==> src/rtl/fft_addr_ctrl.sv <==
`default_nettype none
// ============================================================================
// Module   : fft_addr_ctrl
// Brief    : Address/sequence controller for an in-place radix-2 FFT RAM
//            (load, per-butterfly read/wait/write, natural-order unload).
//            Define FFT_CTRL_BITREV_EN to bit-reverse load addresses.
// Revision : 1.0 - initial release
// ============================================================================
module fft_addr_ctrl #(
    parameter int ADDR_WIDTH = 5,
    parameter int BFLY_LAT   = 2
) (
    input  logic                  clk,
    input  logic                  rst,
    input  logic                  start,
    input  logic                  in_valid,
    output logic                  in_ready,
    input  logic                  out_ready,
    output logic                  out_valid,
    output logic [ADDR_WIDTH-1:0] out_idx,
    output logic                  ram_row,
    output logic                  ram_singlewrite,
    output logic [ADDR_WIDTH-1:0] ram_a_addr,
    output logic [ADDR_WIDTH-1:0] ram_b_addr,
    output logic [ADDR_WIDTH-2:0] tw_addr,
    output logic                  bfly_en,
    output logic                  busy,
    output logic                  done
);

    localparam int c_SW = (ADDR_WIDTH > 1) ? $clog2(ADDR_WIDTH) : 1;

    localparam logic [c_SW-1:0]       c_LAST_STAGE = c_SW'(ADDR_WIDTH - 1);
    localparam logic [c_SW-1:0]       c_ONE_S      = c_SW'(1);
    localparam logic [ADDR_WIDTH-2:0] c_LAST_BFLY  = '1;
    localparam logic [ADDR_WIDTH-2:0] c_ONE_J      = (ADDR_WIDTH-1)'(1);
    localparam logic [ADDR_WIDTH-1:0] c_LAST_IDX   = '1;
    localparam logic [ADDR_WIDTH-1:0] c_ONE_A      = ADDR_WIDTH'(1);
    localparam logic [2:0]            c_WAIT_LAST  = 3'(BFLY_LAT - 1);

    localparam logic [2:0] c_ST_IDLE   = 3'd0;
    localparam logic [2:0] c_ST_LOAD   = 3'd1;
    localparam logic [2:0] c_ST_READ   = 3'd2;
    localparam logic [2:0] c_ST_WAIT   = 3'd3;
    localparam logic [2:0] c_ST_WRITE  = 3'd4;
    localparam logic [2:0] c_ST_UNLOAD = 3'd5;

    logic [2:0]            r_state;
    logic [ADDR_WIDTH-1:0] r_k;
    logic [c_SW-1:0]       r_s;
    logic [ADDR_WIDTH-2:0] r_j;
    logic [2:0]            r_wait;
    logic [ADDR_WIDTH-1:0] r_out_idx;
    logic                  r_out_valid;
    logic                  r_bfly_en;

    logic [ADDR_WIDTH-1:0] w_load_addr;
    logic [ADDR_WIDTH-1:0] w_j_ext;
    logic [ADDR_WIDTH-1:0] w_span;
    logic [ADDR_WIDTH-1:0] w_pos;
    logic [ADDR_WIDTH-1:0] w_grp;
    logic [ADDR_WIDTH-1:0] w_bf_a;
    logic [ADDR_WIDTH-1:0] w_bf_b;
    logic [ADDR_WIDTH-1:0] w_tw_full;
    logic                  w_last_bfly;
    logic                  w_accept;

`ifdef FFT_CTRL_BITREV_EN
    generate
        for (genvar gi = 0; gi < ADDR_WIDTH; gi++) begin : g_bitrev
            assign w_load_addr[gi] = r_k[ADDR_WIDTH-1-gi];
        end
    endgenerate
`else
    assign w_load_addr = r_k;
`endif

    // Butterfly j of stage s pairs a = grp*2*span + pos with b = a + span.
    assign w_j_ext   = {1'b0, r_j};
    assign w_span    = c_ONE_A << r_s;
    assign w_pos     = w_j_ext & (w_span - c_ONE_A);
    assign w_grp     = w_j_ext >> r_s;
    assign w_bf_a    = (w_grp << (r_s + c_ONE_S)) | w_pos;
    assign w_bf_b    = w_bf_a + w_span;
    assign w_tw_full = w_pos << (c_LAST_STAGE - r_s);

    assign w_last_bfly = (r_s == c_LAST_STAGE) && (r_j == c_LAST_BFLY);
    assign w_accept    = (r_state == c_ST_UNLOAD) && r_out_valid && out_ready;

    always_ff @(posedge clk or posedge rst) begin
        if (rst) begin
            r_state     <= c_ST_IDLE;
            r_k         <= '0;
            r_s         <= '0;
            r_j         <= '0;
            r_wait      <= '0;
            r_out_idx   <= '0;
            r_out_valid <= 1'b0;
            r_bfly_en   <= 1'b0;
        end else begin
            r_bfly_en <= (r_state == c_ST_READ);
            case (r_state)
                c_ST_IDLE: begin
                    if (start) begin
                        r_state <= c_ST_LOAD;
                        r_k     <= '0;
                    end
                end
                c_ST_LOAD: begin
                    if (in_valid) begin
                        r_k <= r_k + c_ONE_A;
                        if (r_k == c_LAST_IDX) begin
                            r_state <= c_ST_READ;
                            r_s     <= '0;
                            r_j     <= '0;
                        end
                    end
                end
                c_ST_READ: begin
                    r_state <= c_ST_WAIT;
                    r_wait  <= '0;
                end
                c_ST_WAIT: begin
                    if (r_wait == c_WAIT_LAST) begin
                        r_state <= c_ST_WRITE;
                    end else begin
                        r_wait <= r_wait + 3'd1;
                    end
                end
                c_ST_WRITE: begin
                    if (w_last_bfly) begin
                        r_state     <= c_ST_UNLOAD;
                        r_out_idx   <= '0;
                        r_out_valid <= 1'b0;
                    end else begin
                        r_state <= c_ST_READ;
                        r_j     <= r_j + c_ONE_J;
                        if (r_j == c_LAST_BFLY) begin
                            r_s <= r_s + c_ONE_S;
                        end
                    end
                end
                c_ST_UNLOAD: begin
                    // A gap cycle after each accept lets the RAM read settle on the new index.
                    if (w_accept) begin
                        r_out_valid <= 1'b0;
                        if (r_out_idx == c_LAST_IDX) begin
                            r_state   <= c_ST_IDLE;
                            r_out_idx <= '0;
                        end else begin
                            r_out_idx <= r_out_idx + c_ONE_A;
                        end
                    end else begin
                        r_out_valid <= 1'b1;
                    end
                end
                default: begin
                    r_state <= c_ST_IDLE;
                end
            endcase
        end
    end

    always_comb begin
        in_ready        = 1'b0;
        ram_singlewrite = 1'b0;
        ram_row         = 1'b0;
        ram_a_addr      = '0;
        ram_b_addr      = '0;
        tw_addr         = '0;
        case (r_state)
            c_ST_LOAD: begin
                in_ready = 1'b1;
                if (in_valid) begin
                    ram_singlewrite = 1'b1;
                    ram_a_addr      = w_load_addr;
                end
            end
            c_ST_READ, c_ST_WAIT: begin
                ram_a_addr = w_bf_a;
                ram_b_addr = w_bf_b;
                tw_addr    = w_tw_full[ADDR_WIDTH-2:0];
            end
            c_ST_WRITE: begin
                ram_row    = 1'b1;
                ram_a_addr = w_bf_a;
                ram_b_addr = w_bf_b;
                tw_addr    = w_tw_full[ADDR_WIDTH-2:0];
            end
            c_ST_UNLOAD: begin
                ram_a_addr = r_out_idx;
                ram_b_addr = r_out_idx;
            end
            default: begin
            end
        endcase
    end

    assign out_valid = r_out_valid;
    assign out_idx   = r_out_idx;
    assign bfly_en   = r_bfly_en;
    assign busy      = (r_state != c_ST_IDLE);
    assign done      = w_accept && (r_out_idx == c_LAST_IDX);

endmodule
`default_nettype wire
==> config.mk <==
export PLATFORM = sky130hd
export DESIGN_NAME = fft_addr_ctrl
export DESIGN_NICKNAME = d
export VERILOG_FILES = /design/src/rtl/fft_addr_ctrl.sv
export SDC_FILE = /design/constraint.sdc
export NUM_CORES = 1
export LEC_CHECK = 0
export BUFFER_PORTS_ARGS = -buffer_cell sky130_fd_sc_hd__buf_2
export CAP_MARGIN = 20
export CORE_MARGIN = 2
export CORE_UTILIZATION = 57
export DETAILED_ROUTE_END_ITERATION = 10
export HOLD_SLACK_MARGIN = 0.15
export PLACE_DENSITY = 0.92
export SYNTH_ARGS = -nofsm -noshare
export SYNTH_HDL_FRONTEND = slang
export SYNTH_SLANG_ARGS = --single-unit
==> constraint.sdc <==
create_clock -name clk -period 4.8 [get_ports clk]
set_input_delay 1.2 -clock clk [delete_from_list [all_inputs] [get_ports clk]]
set_output_delay 1.2 -clock clk [all_outputs]
set_load 0.005 [all_outputs]
# Word level (Yosys, flattened, before mapping)
# Index checks and enable logic that the tools add are counted.
[op_classes]
muxes = 37
eq_ne = 20
n_addsub = 8
reduce_logical = 18
shift = 4
bitwise_logic = 2
[op_table]
columns = ["operator", "n"]
rows = [
  ["3-bit 2-to-1 mux", 12],
  ["5-bit 2-to-1 mux", 6],
  ["5-bit case mux with 2 select lines", 3],
  ["2-bit != test, second input constant", 9],
  ["3-bit case mux with 6 select lines", 1],
  ["4-bit 2-to-1 mux", 4],
  ["5-bit case mux with 3 select lines", 1],
  ["3-bit case mux with 2 select lines", 2],
  ["5-bit by 1-bit adder with 5-bit output, second input constant", 2],
  ["5-bit == test, second input constant", 2],
  ["3-bit == test, second input constant", 3],
  ["4-bit case mux with 2 select lines", 1],
  ["2-bit nonzero test", 4],
  ["3-bit by 1-bit adder with 3-bit output, second input constant", 2],
  ["3-bit by 1-bit == test with 1-bit output, second input constant", 2],
  ["3-bit by 2-bit == test with 1-bit output, second input constant", 2],
  ["1-bit 2-to-1 mux", 6],
  ["3-bit AND reduction", 2],
  ["6-bit AND reduction", 1],
  ["5-bit adder", 1],
  ["4-bit by 5-bit bitwise AND with 5-bit output", 1],
  ["5-bit OR", 1],
  ["5-bit AND reduction", 1],
  ["1-bit by 3-bit left shift with 5-bit output, first input constant", 1],
  ["other kinds (15)", 19],
]
[totals]
elab_cells = 97
output_inout_bits = 26
input_bits = 5
ff_bits = 25

# Longest topological paths before layout
[logic_depth]
word_depth = 6
mapped_depth = 15

# Least setup slack after synthesis
# OpenSTA, ideal clock, no wires.
[synth_path]
path_type = "reg-to-output"
from = "register r_s[1]"
to = "output ram_b_addr[4]"
slack_ns = 0.775
required_time_ns = 3.600
path_buffers = 3
arrival_time_ns = 2.825
stages_incl_launch_ff = 14
cell_sequence = "dfrtp_1 > buf_2 > inv_1 > ha_1 > clkbuf_1 > buf_2 > o31ai_1 > inv_1 > fa_1 > nand2b_1 > a21oi_1 > xnor2_1 > xnor2_1 > o21ai_1"
[synth_via]
elab_chain_cells = 6
elab_cells_between_ends = 9
[synth_lines]
columns = ["element", "line", "text"]
rows = [
  ["from (decl)", "50", "logic [c_SW-1:0] r_s;"],
  ["from (signal assigned)", "139", "r_s <= r_s + c_ONE_S;"],
  ["1-bit by 3-bit left shift with 5-bit output", "80", "assign w_span = c_ONE_A << r_s;"],
  ["5-bit by 1-bit subtractor with 5-bit output", "81", "assign w_pos = w_j_ext & (w_span - c_ONE_A);"],
  ["4-bit by 5-bit bitwise AND with 5-bit output", "81", ""],
  ["5-bit OR", "83", "assign w_bf_a = (w_grp << (r_s + c_ONE_S)) | w_pos;"],
  ["5-bit adder (*)", "84", "assign w_bf_b = w_bf_a + w_span;"],
  ["5-bit case mux with 2 select lines (*)", "171", "case (r_state)"],
  ["to (decl)", "24", "output logic [ADDR_WIDTH-1:0] ram_b_addr,"],
]
# Every way passes the cells marked *; elsewhere a longest branch is shown, timed or not.

# Final worst setup path
[layout_path]
from = "register r_s[0]"
to = "output ram_b_addr[4]"
# Same word-level chain as after synthesis.

==> results.md <==
| Step | Parameter | Value |
|---|---|---|
| status | Outcome | completed |
| cells and area | Area used by multi-input combinational logic | 1360 um^2 |
| pwr | Clock share of power | 0.264 |
| timing | Final setup vio count | 0 |
| route | DR WL/cell | 14.7 um |
| grt | Most heavily used metal layer in global routing | met2 |
| pwr | Portion of total power attributed to sequential cells | 0.517 |
| pwr | Internal cell power | 340 uW |
| clock network | CTS root buffer | sky130_fd_sc_hd__clkbuf_8 |
| route | Number of nets with antenna violations after detailed routing | 0 |
| synth | Number of synthesized register bits | 25 |
| grt | Pin count of the biggest net entering global routing | 26 |
| clock network | Buffer count from post-CTS setup fixing | 0 |
| grt | Antenna violations before repair | 0 |
| grt | Met3 layer usage reported by global route | 0.0347 |
| route | Starting DRC count in detailed routing | 216 |
| cells and area | Relative area change from synthesis to final layout | 11.5% |
| pwr | Sum of internal, switching and leakage power | 504 uW |
| grt | Global-route wire length before repair | 8.21 mm |
| pwr | Switching share of power | 0.326 |
| route | Sum of routed wire length over all layers | 4.69 mm |
| floorplanning | Overall die width | 64.7 um |
| setup path | Crit Path Max Fanout | 9 |
| synth | Async SR Flop Fraction | 1.00 |
| timing | Max-slew violation count | 0 |
| route | Remaining design rule violation count | 0 |
| setup path | Critical path endpoint category | output pin |
| placed design | Placed wire-length estimate after detailed placement | 3.57 mm |
| timing | Setup repair after global routing missed its margin | false |
| grt | GRT met2 Usage | 0.401 |
| floorplanning | Ports placed on the boundary | 31 |
| grt | Via count of the first global-routing pass | 1771 |
| clock network | Number of clock sinks | 25 |
| clock network | Clock tree from TritonCTS | done |
| clock network | Inserted Clock Buffers | 3 |
| flow run | Max-capacitance violation count | 0 |
| floorplanning | Starting density of the core | 0.582 |
| pwr | Switching power | 164 uW |
| pwr | Peak supply drop | 182 uV |
| cells and area | Diodes inserted | 0 |
| synth | Main synth FF type | sky130_fd_sc_hd__dfrtp_1 |
| timing | Least setup slack across all paths after layout | 0.351 ns |
| placed design | Worst slack after detailed placement | 0.452 ns |
| synth | Warnings, synthesis | 0 |
| clock network | Clock tree buffer depth | 2 |
| grt | GRT Total Usage | 0.248 |
| cells and area | Fraction of layout cells with a size suffix above 1 | 0.185 |
| placed design | Global placer's final weighted congestion | 0.956 |
| timing | Setup tns final | 0 ns |
| setup path | Worst reg2reg setup slack | 2.53 ns |
| cells and area | Final Net Count | 296 |
| route | Total vias in the final route | 1908 |
| cells and area | Filler cell count | 296 |
| floorplanning | Floorplan die area | 4180 um^2 |
| min path | Worst Hold Class | reg -> reg |
| setup path | Endpoint arrival time on the critical path | 3.25 ns |
| placed design | IO Port Bufs | 30 |
| pwr | Leakage power of the design | 1.20 nW |
| floorplanning | Floorplan row count | 22 |
| route | Total iterations of the first detailed-routing run | 4 |
| clock network | Clock slew at reported path FFs | 0.10 ns |
| cells and area | Flip-flop and latch area | 627 um^2 |
| cells and area | Layout Cells excl Fill | 319 |
| synth | Area of the mapped netlist | 2100 um^2 |
| grt | Remaining Overflow, GRT | 0 |
| setup path | Classification of the worst setup path | reg -> out |
| timing | Shortest period the worst path allows | 4.45 ns |
| placed design | Number of placed instances, taps included | 314 |
| timing | Worst-case headroom to the max-slew limit | 0.571 |
| setup path | Sort of element at the start of the critical path | flop |
| clock network | Clock insertion delay at the later pin of the skew report | 0.28 ns |
| setup path | Critical path required time | 3.60 ns |
| timing | Final worst-path cycle share | 0.927 |
| synth | Synthesized area per cell | 8.46 um^2 |
| timing | Slew at the pin closest to its max-slew limit | 0.641 ns |
| clock network | Number of H-tree levels | 1 |
| synth | Area fraction of the dominant cell type after synthesis | 0.298 |
| timing | Final setup skew | 0.0135 ns |
| synth | EDFF count, synth | 0 |
| synth | Top cells by area, synth | sky130_fd_sc_hd__dfrtp_1 (30%), sky130_fd_sc_hd__ha_1 (11%), sky130_fd_sc_hd__nand2_1 (5.4%), sky130_fd_sc_hd__o21ai_0 (4.1%), sky130_fd_sc_hd__a22o_1 (3.3%) |
| synth | Share of the yosys chip area belonging to registers | 0.298 |
| pwr | Areal power density over the cells | 216 nW/um^2 |
| pwr | Logic pwr share | 0.219 |
| timing | Hold violation count in the final report | 0 |
| floorplanning | DIE HEIGHT | 64.7 um |
| synth | Dominant cell type by area after synthesis | sky130_fd_sc_hd__dfrtp_1 |
| synth | Cell variety after synth | 57 |
| synth | Post-Synthesis Cells | 248 |
| synth | Synthesized netlist net count | 272 |
| timing | Fmax | 225 MHz |
| route | Avg Vias per Cell | 5.98 |
| grt | Grt met1 use | 0.350 |
| floorplanning | Standard cell core area | 3610 um^2 |
==> worst max-delay path, cell delays in order, from the launching register on <==
cell,delay (ns)
sky130_fd_sc_hd__dfrtp_1,0.50
sky130_fd_sc_hd__inv_1,0.17
sky130_fd_sc_hd__ha_2,0.23
sky130_fd_sc_hd__ha_1,0.20
sky130_fd_sc_hd__nor2b_1,0.28
sky130_fd_sc_hd__a21o_1,0.15
sky130_fd_sc_hd__ha_1,0.17
sky130_fd_sc_hd__inv_1,0.06
sky130_fd_sc_hd__fa_1,0.37
sky130_fd_sc_hd__nand2b_1,0.18
sky130_fd_sc_hd__a21oi_1,0.16
sky130_fd_sc_hd__xnor2_1,0.16
sky130_fd_sc_hd__xnor2_1,0.15
sky130_fd_sc_hd__o21ai_1,0.08
sky130_fd_sc_hd__buf_2,0.14
==> cell usage in the layout (no fill, tap or decap), drive strengths merged, types with 5 or more instances in the layout <==
cell type and instances:
a21oi 14, a22o 8, buf 33, dfrtp 25, ha 18, inv 14, nand2 31, nand2b 5
nand3 5, nor2 18, nor2b 6, nor3 7, o21ai 25
==> logic make-up after synthesis <==
kind of cell / after synthesis / synth area share
and+or+nand+nor: 91 / 0.234
AOI/OAI and AO/OA: 75 / 0.244
buffers and inverters: 27 / 0.0579
DFF: 25 / 0.298
adders and majority gates: 19 / 0.117
xor gates and xnor gates: 8 / 0.0334
muxes: 3 / 0.0149
==> layout make-up <==
| type | count | area share |
|---|---|---|
| clock inverters | 1 | 0.00375 |
| well taps | 48 | 0.0257 |
| clock buffers | 3 | 0.0177 |
| repair buffers | 33 | 0.0824 |
| flip-flops and latches | 25 | 0.268 |
| multi-input cells | 196 | 0.581 |
| inverters | 13 | 0.0219 |
==> per-layer routing <==
layer	wire length (um)	up-vias
met4	52	0
met3	322	6
met5	0	-
li1	-	939
met1	2140	887
met2	2170	76
==> sequential cells by signal, summed over array words and instances (netlist names) <==
name and flops:
out_valid 1, r_wait 3, out_idx 5, r_k 5, r_j 4, bfly_en 1
r_s 3, r_state 3
==> final timing paths <==
| path | startpoint | to | cells after the start |
|---|---|---|---|
| max | r_s[0] | ram_b_addr[4] | 14 |
| min in group asynchronous | rst | r_s[2] | 3 |
| max in group asynchronous | rst | r_s[1] | 3 |
| min reg2reg | r_wait[2] | r_wait[2] | 1 |
| max reg2reg | r_s[0] | r_j[3] | 8 |
| min | r_wait[2] | r_wait[2] | 1 |
==> cells in the mapped netlist, types with 3 or more instances <==
library cell and number:
sky130_fd_sc_hd__xor2_1 4, sky130_fd_sc_hd__a32o_1 4, sky130_fd_sc_hd__o31ai_1 3, sky130_fd_sc_hd__nand2b_1 4, sky130_fd_sc_hd__ha_1 18, sky130_fd_sc_hd__xnor2_1 4, sky130_fd_sc_hd__a21oi_1 13, sky130_fd_sc_hd__nor2_1 16
sky130_fd_sc_hd__a21o_1 4, sky130_fd_sc_hd__clkbuf_1 4, sky130_fd_sc_hd__nand2_1 30, sky130_fd_sc_hd__o21ai_1 8, sky130_fd_sc_hd__nor2b_1 6, sky130_fd_sc_hd__nand3_1 5, sky130_fd_sc_hd__o22ai_1 3, sky130_fd_sc_hd__a22o_1 8
sky130_fd_sc_hd__dfrtp_1 25, sky130_fd_sc_hd__nor3_1 7, sky130_fd_sc_hd__buf_2 7, sky130_fd_sc_hd__nand3b_1 3, sky130_fd_sc_hd__inv_1 11, sky130_fd_sc_hd__o21ai_0 17
==> repair_timing <==
| action | CTS | global route |
|---|---|---|
| endpoints found under the hold margin | 0 | 0 |
| endpoints found under the setup margin | 0 | 1 |
| gates resized for setup | 0 | 3 |
| hold buffers | 0 | 0 |
==> stage by stage <==
stage          utilization  area [um^2]  hold slack [ns]
2_1_floorplan            -         2100            0.489
3_3_place_gp         0.625         2250            0.496
3_5_place_dp         0.625         2250            0.511
4_1_cts              0.638         2300            0.532
5_1_grt              0.649         2340            0.561
6_report             0.649         2340            0.529
==> power groups by stage <==
| stage | sequential (mW) | combinational [mW] | clock [mW] |
|---|---|---|---|
| after detailed placement | 0.263 | 0.107 | 0 |
| after global routing | 0.264 | 0.122 | 0.148 |
| after floorplan | 0.247 | 0.0826 | 0 |
| after CTS | 0.259 | 0.108 | 0.135 |
| after global placement | 0.262 | 0.104 | 0 |
| final | 0.261 | 0.110 | 0.133 |
No activity file was read; power rests on OpenSTA's default activity.
